[src/rtl/keypad_pkg.sv]
// rtl/keypad_pkg.sv - shared scanner types: FSM states, column selects, key encoding.
package keypad_pkg;

    typedef enum logic [1:0] {
        SCAN     = 2'd0,
        DEBOUNCE = 2'd1,
        PRESSED  = 2'd2,
        RELEASE  = 2'd3
    } state_t;

    localparam logic [3:0] COL0 = 4'b1110;
    localparam logic [3:0] COL1 = 4'b1101;
    localparam logic [3:0] COL2 = 4'b1011;
    localparam logic [3:0] COL3 = 4'b0111;

    function automatic logic [3:0] key_encode(input logic [1:0] row_idx, input logic [1:0] col_idx);
        return {row_idx, col_idx};
    endfunction

    function automatic logic [3:0] col_onehot(input logic [1:0] col_idx);
        case (col_idx)
            2'd0:    return COL0;
            2'd1:    return COL1;
            2'd2:    return COL2;
            default: return COL3;
        endcase
    endfunction

endpackage

[src/rtl/keypad_sync.sv]
// rtl/keypad_sync.sv - two-flop synchronizer for the active-low keypad row lines.
module keypad_sync (
    input  logic       clk,
    input  logic       reset,
    input  logic [3:0] i_row,
    output logic [3:0] o_row_s
);

    logic [3:0] r_meta;
    logic [3:0] r_sync;

    // Idle rows read high, so reset to "no key" rather than zero.
    always_ff @(posedge clk or posedge reset) begin
        if (reset) begin
            r_meta <= 4'b1111;
            r_sync <= 4'b1111;
        end else begin
            r_meta <= i_row;
            r_sync <= r_meta;
        end
    end

    assign o_row_s = r_sync;

endmodule

[src/rtl/keypad_scanner.sv]
// rtl/keypad_scanner.sv - 4x4 keypad scanner: tick divider, scan/debounce FSM, key strobe.
// Optional auto-repeat while a key is held: define KEYPAD_REPEAT_EN.
module keypad_scanner
    import keypad_pkg::*;
#(
    parameter int SCAN_DIV_W   = 16,
    parameter int DEB_TICKS    = 4,
    parameter int REPEAT_TICKS = 50
) (
    input  logic       clk,
    input  logic       reset,
    input  logic [3:0] row,
    output logic [3:0] col,
    output logic [3:0] key_code,
    output logic       key_valid,
    output logic       key_held
);

    localparam logic [3:0] DEB_LIM = 4'(DEB_TICKS);

    logic [3:0]            w_row_s;
    logic [SCAN_DIV_W-1:0] r_div;
    logic                  w_tick;
    logic                  w_any_low;
    logic                  w_hit;
    logic                  w_deb_done;
    logic                  w_accept;
    logic                  w_release;
    logic [1:0]            w_low_idx;
    logic [3:0]            w_deb_inc;
    state_t                r_state;
    state_t                w_state_nxt;
    logic [1:0]            r_col_idx;
    logic [1:0]            w_col_nxt;
    logic [1:0]            r_row_idx;
    logic [1:0]            w_row_nxt;
    logic [3:0]            r_deb_cnt;
    logic [3:0]            w_deb_nxt;
    logic [3:0]            r_key_code;
    logic [3:0]            w_code_nxt;
    logic                  r_key_valid;
    logic                  w_valid_nxt;
    logic                  r_key_held;
    logic                  w_held_nxt;

`ifdef KEYPAD_REPEAT_EN
    localparam int             RPT_W   = $clog2(REPEAT_TICKS + 1);
    localparam logic [RPT_W-1:0] RPT_LIM = RPT_W'(REPEAT_TICKS);

    logic [RPT_W-1:0] r_rpt_cnt;
    logic [RPT_W-1:0] w_rpt_nxt;
    logic [RPT_W-1:0] w_rpt_inc;

    assign w_rpt_inc = r_rpt_cnt + RPT_W'(1);
`endif

    keypad_sync u_sync (
        .clk     (clk),
        .reset   (reset),
        .i_row   (row),
        .o_row_s (w_row_s)
    );

    assign w_tick     = &r_div;
    assign w_any_low  = ~&w_row_s;
    assign w_hit      = ~w_row_s[r_row_idx];
    assign w_deb_inc  = r_deb_cnt + 4'd1;
    assign w_deb_done = (w_deb_inc >= DEB_LIM);

    // Lowest-index low row wins when several rows are pulled down together.
    always_comb begin
        w_low_idx = 2'd3;
        for (int i = 3; i >= 0; i--) begin
            if (!w_row_s[i]) w_low_idx = 2'(i);
        end
    end

    always_comb begin
        w_state_nxt = r_state;
        w_col_nxt   = r_col_idx;
        w_row_nxt   = r_row_idx;
        w_deb_nxt   = r_deb_cnt;
        w_code_nxt  = r_key_code;
        w_valid_nxt = 1'b0;
        w_held_nxt  = r_key_held;
        w_accept    = 1'b0;
        w_release   = 1'b0;
`ifdef KEYPAD_REPEAT_EN
        w_rpt_nxt   = r_rpt_cnt;
`endif
        if (w_tick) begin
            case (r_state)
                SCAN: begin
                    if (w_any_low) begin
                        w_row_nxt = w_low_idx;
                        w_deb_nxt = 4'd1;
                        if (DEB_LIM <= 4'd1) w_accept = 1'b1;
                        else                 w_state_nxt = DEBOUNCE;
                    end else begin
                        w_col_nxt = r_col_idx + 2'd1;
                    end
                end
                DEBOUNCE: begin
                    if (w_hit) begin
                        if (w_deb_done) w_accept = 1'b1;
                        else            w_deb_nxt = w_deb_inc;
                    end else begin
                        w_state_nxt = SCAN;
                        w_col_nxt   = r_col_idx + 2'd1;
                        w_deb_nxt   = 4'd0;
                    end
                end
                PRESSED: begin
                    if (!w_hit) begin
                        w_deb_nxt = 4'd1;
`ifdef KEYPAD_REPEAT_EN
                        w_rpt_nxt = '0;
`endif
                        if (DEB_LIM <= 4'd1) w_release = 1'b1;
                        else                 w_state_nxt = RELEASE;
                    end else begin
`ifdef KEYPAD_REPEAT_EN
                        if (w_rpt_inc == RPT_LIM) begin
                            w_valid_nxt = 1'b1;
                            w_rpt_nxt   = '0;
                        end else begin
                            w_rpt_nxt = w_rpt_inc;
                        end
`endif
                    end
                end
                RELEASE: begin
                    if (!w_hit) begin
                        if (w_deb_done) w_release = 1'b1;
                        else            w_deb_nxt = w_deb_inc;
                    end else begin
                        w_state_nxt = PRESSED;
                        w_deb_nxt   = 4'd0;
`ifdef KEYPAD_REPEAT_EN
                        w_rpt_nxt   = '0;
`endif
                    end
                end
                default: w_state_nxt = SCAN;
            endcase
        end
        if (w_accept) begin
            w_state_nxt = PRESSED;
            w_code_nxt  = key_encode(w_row_nxt, r_col_idx);
            w_valid_nxt = 1'b1;
            w_held_nxt  = 1'b1;
            w_deb_nxt   = 4'd0;
`ifdef KEYPAD_REPEAT_EN
            w_rpt_nxt   = '0;
`endif
        end
        // A finished release resumes scanning at the column after the released key.
        if (w_release) begin
            w_state_nxt = SCAN;
            w_held_nxt  = 1'b0;
            w_col_nxt   = r_col_idx + 2'd1;
            w_deb_nxt   = 4'd0;
        end
    end

    always_ff @(posedge clk or posedge reset) begin
        if (reset) begin
            r_div       <= '0;
            r_state     <= SCAN;
            r_col_idx   <= 2'd0;
            r_row_idx   <= 2'd0;
            r_deb_cnt   <= 4'd0;
            r_key_code  <= 4'd0;
            r_key_valid <= 1'b0;
            r_key_held  <= 1'b0;
`ifdef KEYPAD_REPEAT_EN
            r_rpt_cnt   <= '0;
`endif
        end else begin
            r_div       <= r_div + SCAN_DIV_W'(1);
            r_state     <= w_state_nxt;
            r_col_idx   <= w_col_nxt;
            r_row_idx   <= w_row_nxt;
            r_deb_cnt   <= w_deb_nxt;
            r_key_code  <= w_code_nxt;
            r_key_valid <= w_valid_nxt;
            r_key_held  <= w_held_nxt;
`ifdef KEYPAD_REPEAT_EN
            r_rpt_cnt   <= w_rpt_nxt;
`endif
        end
    end

    assign col       = col_onehot(r_col_idx);
    assign key_code  = r_key_code;
    assign key_valid = r_key_valid;
    assign key_held  = r_key_held;

endmodule

[config.mk]
export PLATFORM = sky130hd
export DESIGN_NAME = keypad_scanner
export DESIGN_NICKNAME = d
export VERILOG_FILES = /design/src/rtl/keypad_pkg.sv /design/src/rtl/keypad_sync.sv /design/src/rtl/keypad_scanner.sv
export SDC_FILE = /design/constraint.sdc
export NUM_CORES = 1
export LEC_CHECK = 0
export ABC_CLOCK_PERIOD_IN_PS = 6200
export BUFFER_PORTS_ARGS = -buffer_cell sky130_fd_sc_hd__buf_2
export CELL_PAD_IN_SITES_DETAIL_PLACEMENT = 1
export CELL_PAD_IN_SITES_GLOBAL_PLACEMENT = 1
export CORE_ASPECT_RATIO = 1.75
export CORE_MARGIN = 5
export CORE_UTILIZATION = 35
export DETAILED_ROUTE_END_ITERATION = 10
export GPL_TIMING_DRIVEN = 0
export MAX_ROUTING_LAYER = met4
export PLACE_DENSITY = 0.7
export SYNTH_ARGS = -nofsm -noshare
export SYNTH_HDL_FRONTEND = slang
export SYNTH_SLANG_ARGS = --single-unit
[constraint.sdc]
create_clock -name clk -period 6.2 [get_ports clk]
set_input_delay 0.93 -clock clk [delete_from_list [all_inputs] [get_ports clk]]
set_output_delay 0.93 -clock clk [all_outputs]
set_load 0.01 [all_outputs]
Yosys cells after proc, flatten, opt, wreduce, memory -nomap -nowiden. Index checks and enable logic that the tools add are counted.

Register bits after elaboration: 40. Input port bits: 6. Output and inout port bits: 10. Logic and storage cells: 78.

$add $sub $neg: 3. Magnitude comparators: 2. Equal/unequal tests: 11. Mux-type cells: 41. Reduce and logical (&&, ||, !) cells: 11.

Operators with widths (number): 2-to-1 mux 2 bit (16); 2-to-1 mux 4 bit (8); adder 16 x 1 -> 16 bit, second input constant (1); != test 4 bit, second input constant (4); one-hot mux 4 bit (4 select lines) (1); AND reduction 16 bit (1); 2-to-1 mux 1 bit (12); one-hot mux 4 bit (3 select lines) (1); one-hot mux 2 bit (4 select lines) (1); AND reduction 4 bit (2); equality test 2 bit, second input constant (3); != test 3 bit, second input constant (2); nonzero test 3 bit (2); AND reduction 5 bit (1); adder 4 x 1 -> 4 bit, second input constant (1); equality test 2 x 1 -> 1 bit, second input constant (2); greater-or-equal comparator 4 x 3 -> 1 bit, second input constant (1); zero test 2 bit (2); one-hot mux 2 bit (2 select lines) (1); nonzero test 2 bit (2); < comparator 2 x 3 -> 1 bit, second input constant (1); AND reduction 3 bit (1); adder 2 x 1 -> 2 bit, second input constant (1); binary-select mux 1 bit (select 2 bit) (1).

Longest topological paths before layout.
Depth in word-level cells: 8. Mapped depth: 6.

Cells and area by module. Synthesis repeated with hierarchy kept, for this count alone.

Cells, all modules: 153. Area, all modules: 1780.5 um2.

By module, submodules not included: keypad_scanner (times used 1, cells each 144, area each 1566.5 um2); keypad_sync (times used 1, cells each 9, area each 214.0 um2).

Least setup slack after synthesis. Ideal clock, no wire load.

Path type: register -> register. Start: register r_div[0]. End: register r_key_code[0] (netlist: key_code[0]). Setup time: 0.125 ns. Arrival time: 2.062 ns. Data required time: 6.075 ns. Path slack: 4.014 ns. Stages on the path, launching flop included: 7. Buffers on the path: 0. Cells stage by stage: dfrtp_1 > ha_1 > nand4_2 > nor4_4 > o2111ai_4 > nor3_4 > mux2_2.

Word-level cells in the longest chain between the ends: 2.

Ends and longest elaborated chain: start, declared (line keypad_scanner.sv:22) `logic [SCAN_DIV_W-1:0] r_div;`; start signal, assigned (line keypad_scanner.sv:180) `r_div <= r_div + SCAN_DIV_W'(1);`; AND reduction 16 bit (line keypad_scanner.sv:64) `assign w_tick = &r_div;`; 2-to-1 mux 1 bit (line keypad_scanner.sv:91) `if (w_tick) begin`; end signal, assigned (line keypad_scanner.sv:185) `r_key_code <= w_code_nxt;`; end, declared (line keypad_scanner.sv:39) `logic [3:0] r_key_code;`.

No other way between the ends. A chain may end at the register's enable or synchronous reset.

Final worst setup path.
Start: register r_div[0]. End: register r_key_code[1] (netlist: key_code[1]).

The elaborated chain is that of the path after synthesis.

==> results.json <==
{
  "min_period_over_period_pct": 41.2,
  "clk_latency_ns": 0.29,
  "p_leak_nw": 0.998,
  "die_area_um2": 6830,
  "core_area_um2": 5020,
  "io_buffers": 15,
  "cp.arrival_ns": 2.73,
  "overflow": 0,
  "max-cap-violations": 0,
  "synth_ff_type": "dfrtp_1",
  "min_period_ns": 2.55,
  "cp_cell_sequence": "ha_1 -> nand4_2 -> nor4_4 -> o2111ai_4 -> nor3_4 -> mux2_2",
  "r2r-end": "key_code[1]",
  "ys_seq_elements": 40,
  "ctsRootBufferMaster": "clkbuf_8",
  "yosys-top-cells-area": "dfrtp_1, dfstp_2, xnor2_1",
  "synthCells": 156,
  "critPathMaxFanout": 9,
  "synth.distinct_cells": 38,
  "r2r_cells": 6,
  "drt-total-wl_um": 3730,
  "tightest_slew_ns": 0.876,
  "crit_start": "r_div[0]",
  "critPathTopFamily": "simple AND/OR/NAND/NOR gates",
  "diodes": 0,
  "drtPass1Iterations": 3,
  "syn2layout_area_growth_pct": 18.0,
  "max_stage_delay_ns": 0.60,
  "dieHeight_um": 106,
  "grt_pass1_vias": 1449,
  "worstPathRequired_ns": 6.38,
  "antenna_left": 0,
  "worstReg2RegStart": "r_div[0]",
  "vias": 1232,
  "synth_edf_count": 0,
  "drt-initial-drc-count": 18,
  "yosysMostFrequentCell": "dfrtp_1",
  "synth_area_um2": 1830,
  "synth_common_cells": "dfrtp_1, inv_1, nand2_1, nand3_1, xnor2_1",
  "drive_above_1_share_pct": 25.0,
  "path_clk_slew_ns": 0.08,
  "synth_largest_area_cell": "dfrtp_1",
  "place_ws_ns": 3.63,
  "grt_pass1_wl_um": 6420,
  "syn_nets": 168,
  "slew_violations": 0,
  "slowest_stage": "nor4_4",
  "rsz0062_at_grt": "no",
  "cp-endpoint": "key_code[1]",
  "drcViolationCount": 0,
  "regToRegSetupSlack_ns": 3.65,
  "yosysTopAreaCellShare_pct": 43.8,
  "numCtsBuffers": 5,
  "yosysWarnings": 0,
  "start_kind": "flip-flop",
  "fillers": 548,
  "hold_ws_ns": 0.358,
  "hold_buffers": 0,
  "syn_avg_cell_area_um2": 11.7,
  "htreeDepth": 2,
  "setup_viol": 0,
  "finalNetCount": 191,
  "ff_latch_area_um2": 1010,
  "cts_buffer_depth": 2,
  "io_pins": 16,
  "powerDensity_nw_per_um2": 265,
  "rows": 34,
  "ys_seq_area_share_pct": 55.3,
  "timing.fmax_ghz": 0.392,
  "setup_ws_ns": 3.65,
  "min_path_cells": 0,
  "setup-tns-final_ns": 0,
  "wl_per_cell_um": 16.0,
  "antenna_found_initial": 0,
  "timing.setup.critical_path_class": "reg2reg",
  "synthArstFlopShare_pct": 100,
  "hp-class": "reg2reg",
  "hold_violations": 0,
  "final_core_util_pct": 43.0,
  "cts_tree": "built",
  "clkSinkCount": 40,
  "place_congestion": 0.686,
  "endpoint_kind": "flip-flop",
  "multi_input_area_um2": 764,
  "die_x_um": 64.6,
  "path_buf_inv": 0,
  "initial_utilization_pct": 36.4,
  "skew_ns": 0.00668,
  "grt_usage_pct": 12.5,
  "cts-resized-gates": 0,
  "ir_drop_mv": 0.245,
  "post_drt_via_cell_ratio": 5.26,
  "maxSlewHeadroom_pct": 41.6,
  "path_depth": 6,
  "hpwl_um": 2870,
  "status": "finished clean",
  "grt_max_degree": 23,
  "postCtsSetupBuffers": 0
}
## cells in the final DEF (no fill, tap or decap), drive strengths merged, types with 7 or more instances in the layout
master	count
dfstp	8
buf	16
nand2	12
nand3	12
nor2	7
xnor2	10
clkbuf	7
dfrtp	32
inv	12
## routing by layer
| metal | vias to the layer above | GRT usage, % | wire length, um |
|---|---|---|---|
| li1 | 587 | - | - |
| met1 | 625 | 10.5 | 1290 |
| met2 | 13 | 24.9 | 2280 |
| met3 | 7 | 2.13 | 68 |
| met4 | 0 | 6.20 | 89 |
| met5 | - | - | 0 |
## stage by stage
step / std cells / instance area (um2) / total power, mW
floorplan: 156 / 1830 / 0.278
global placement: 225 / 1970 / 0.281
detailed placement: 226 / 2000 / 0.285
CTS: 234 / 2160 / 0.579
global route: 234 / 2160 / 0.592
finish: 234 / 2160 / 0.572
## report_power, final
| group | switching, mW | total, mW | internal, mW |
|---|---|---|---|
| Clock | 0.0914 | 0.293 | 0.201 |
| Sequential | 0.00187 | 0.267 | 0.266 |
| Combinational | 0.00765 | 0.0119 | 0.00424 |
## state kept, by name, summed over array words and instances, names as in the netlist
| signal | flops |
|---|---|
| key_code | 4 |
| r_state | 2 |
| r_col_idx | 2 |
| u_sync.r_meta | 4 |
| r_div | 16 |
| key_held | 1 |
| r_row_idx | 2 |
| u_sync.o_row_s | 4 |
| key_valid | 1 |
| r_deb_cnt | 4 |
## worst min-delay path by stage
stage | startpoint | end | slack (ns)
floorplan | u_sync.r_meta[0] | u_sync.o_row_s[0] | 0.35
global placement | u_sync.r_meta[0] | u_sync.o_row_s[0] | 0.35
detailed placement | u_sync.r_meta[0] | u_sync.o_row_s[0] | 0.35
CTS | u_sync.r_meta[0] | u_sync.o_row_s[0] | 0.36
global route | u_sync.r_meta[3] | u_sync.o_row_s[3] | 0.37
finish | u_sync.r_meta[3] | u_sync.o_row_s[3] | 0.36
## kinds of logic after synthesis
kind of cell	Yosys count	synth area share (%)
mux	7	4.86
simple gates	54	16.8
xor+xnor	16	7.67
compound gates	19	8.35
fa+ha+maj	6	4.11
flops	40	55.3
buf+inv	14	2.87
## layout make-up
type	count	area share, %
clock buffer	5	3.19
clock inverter	3	4.18
multi-input combinational	102	35.4
inverter	12	2.09
timing repair buffer	16	4.76
tap	54	3.13
buffer	2	0.348
sequential	40	46.9
Power figures use the tool's default switching activity.
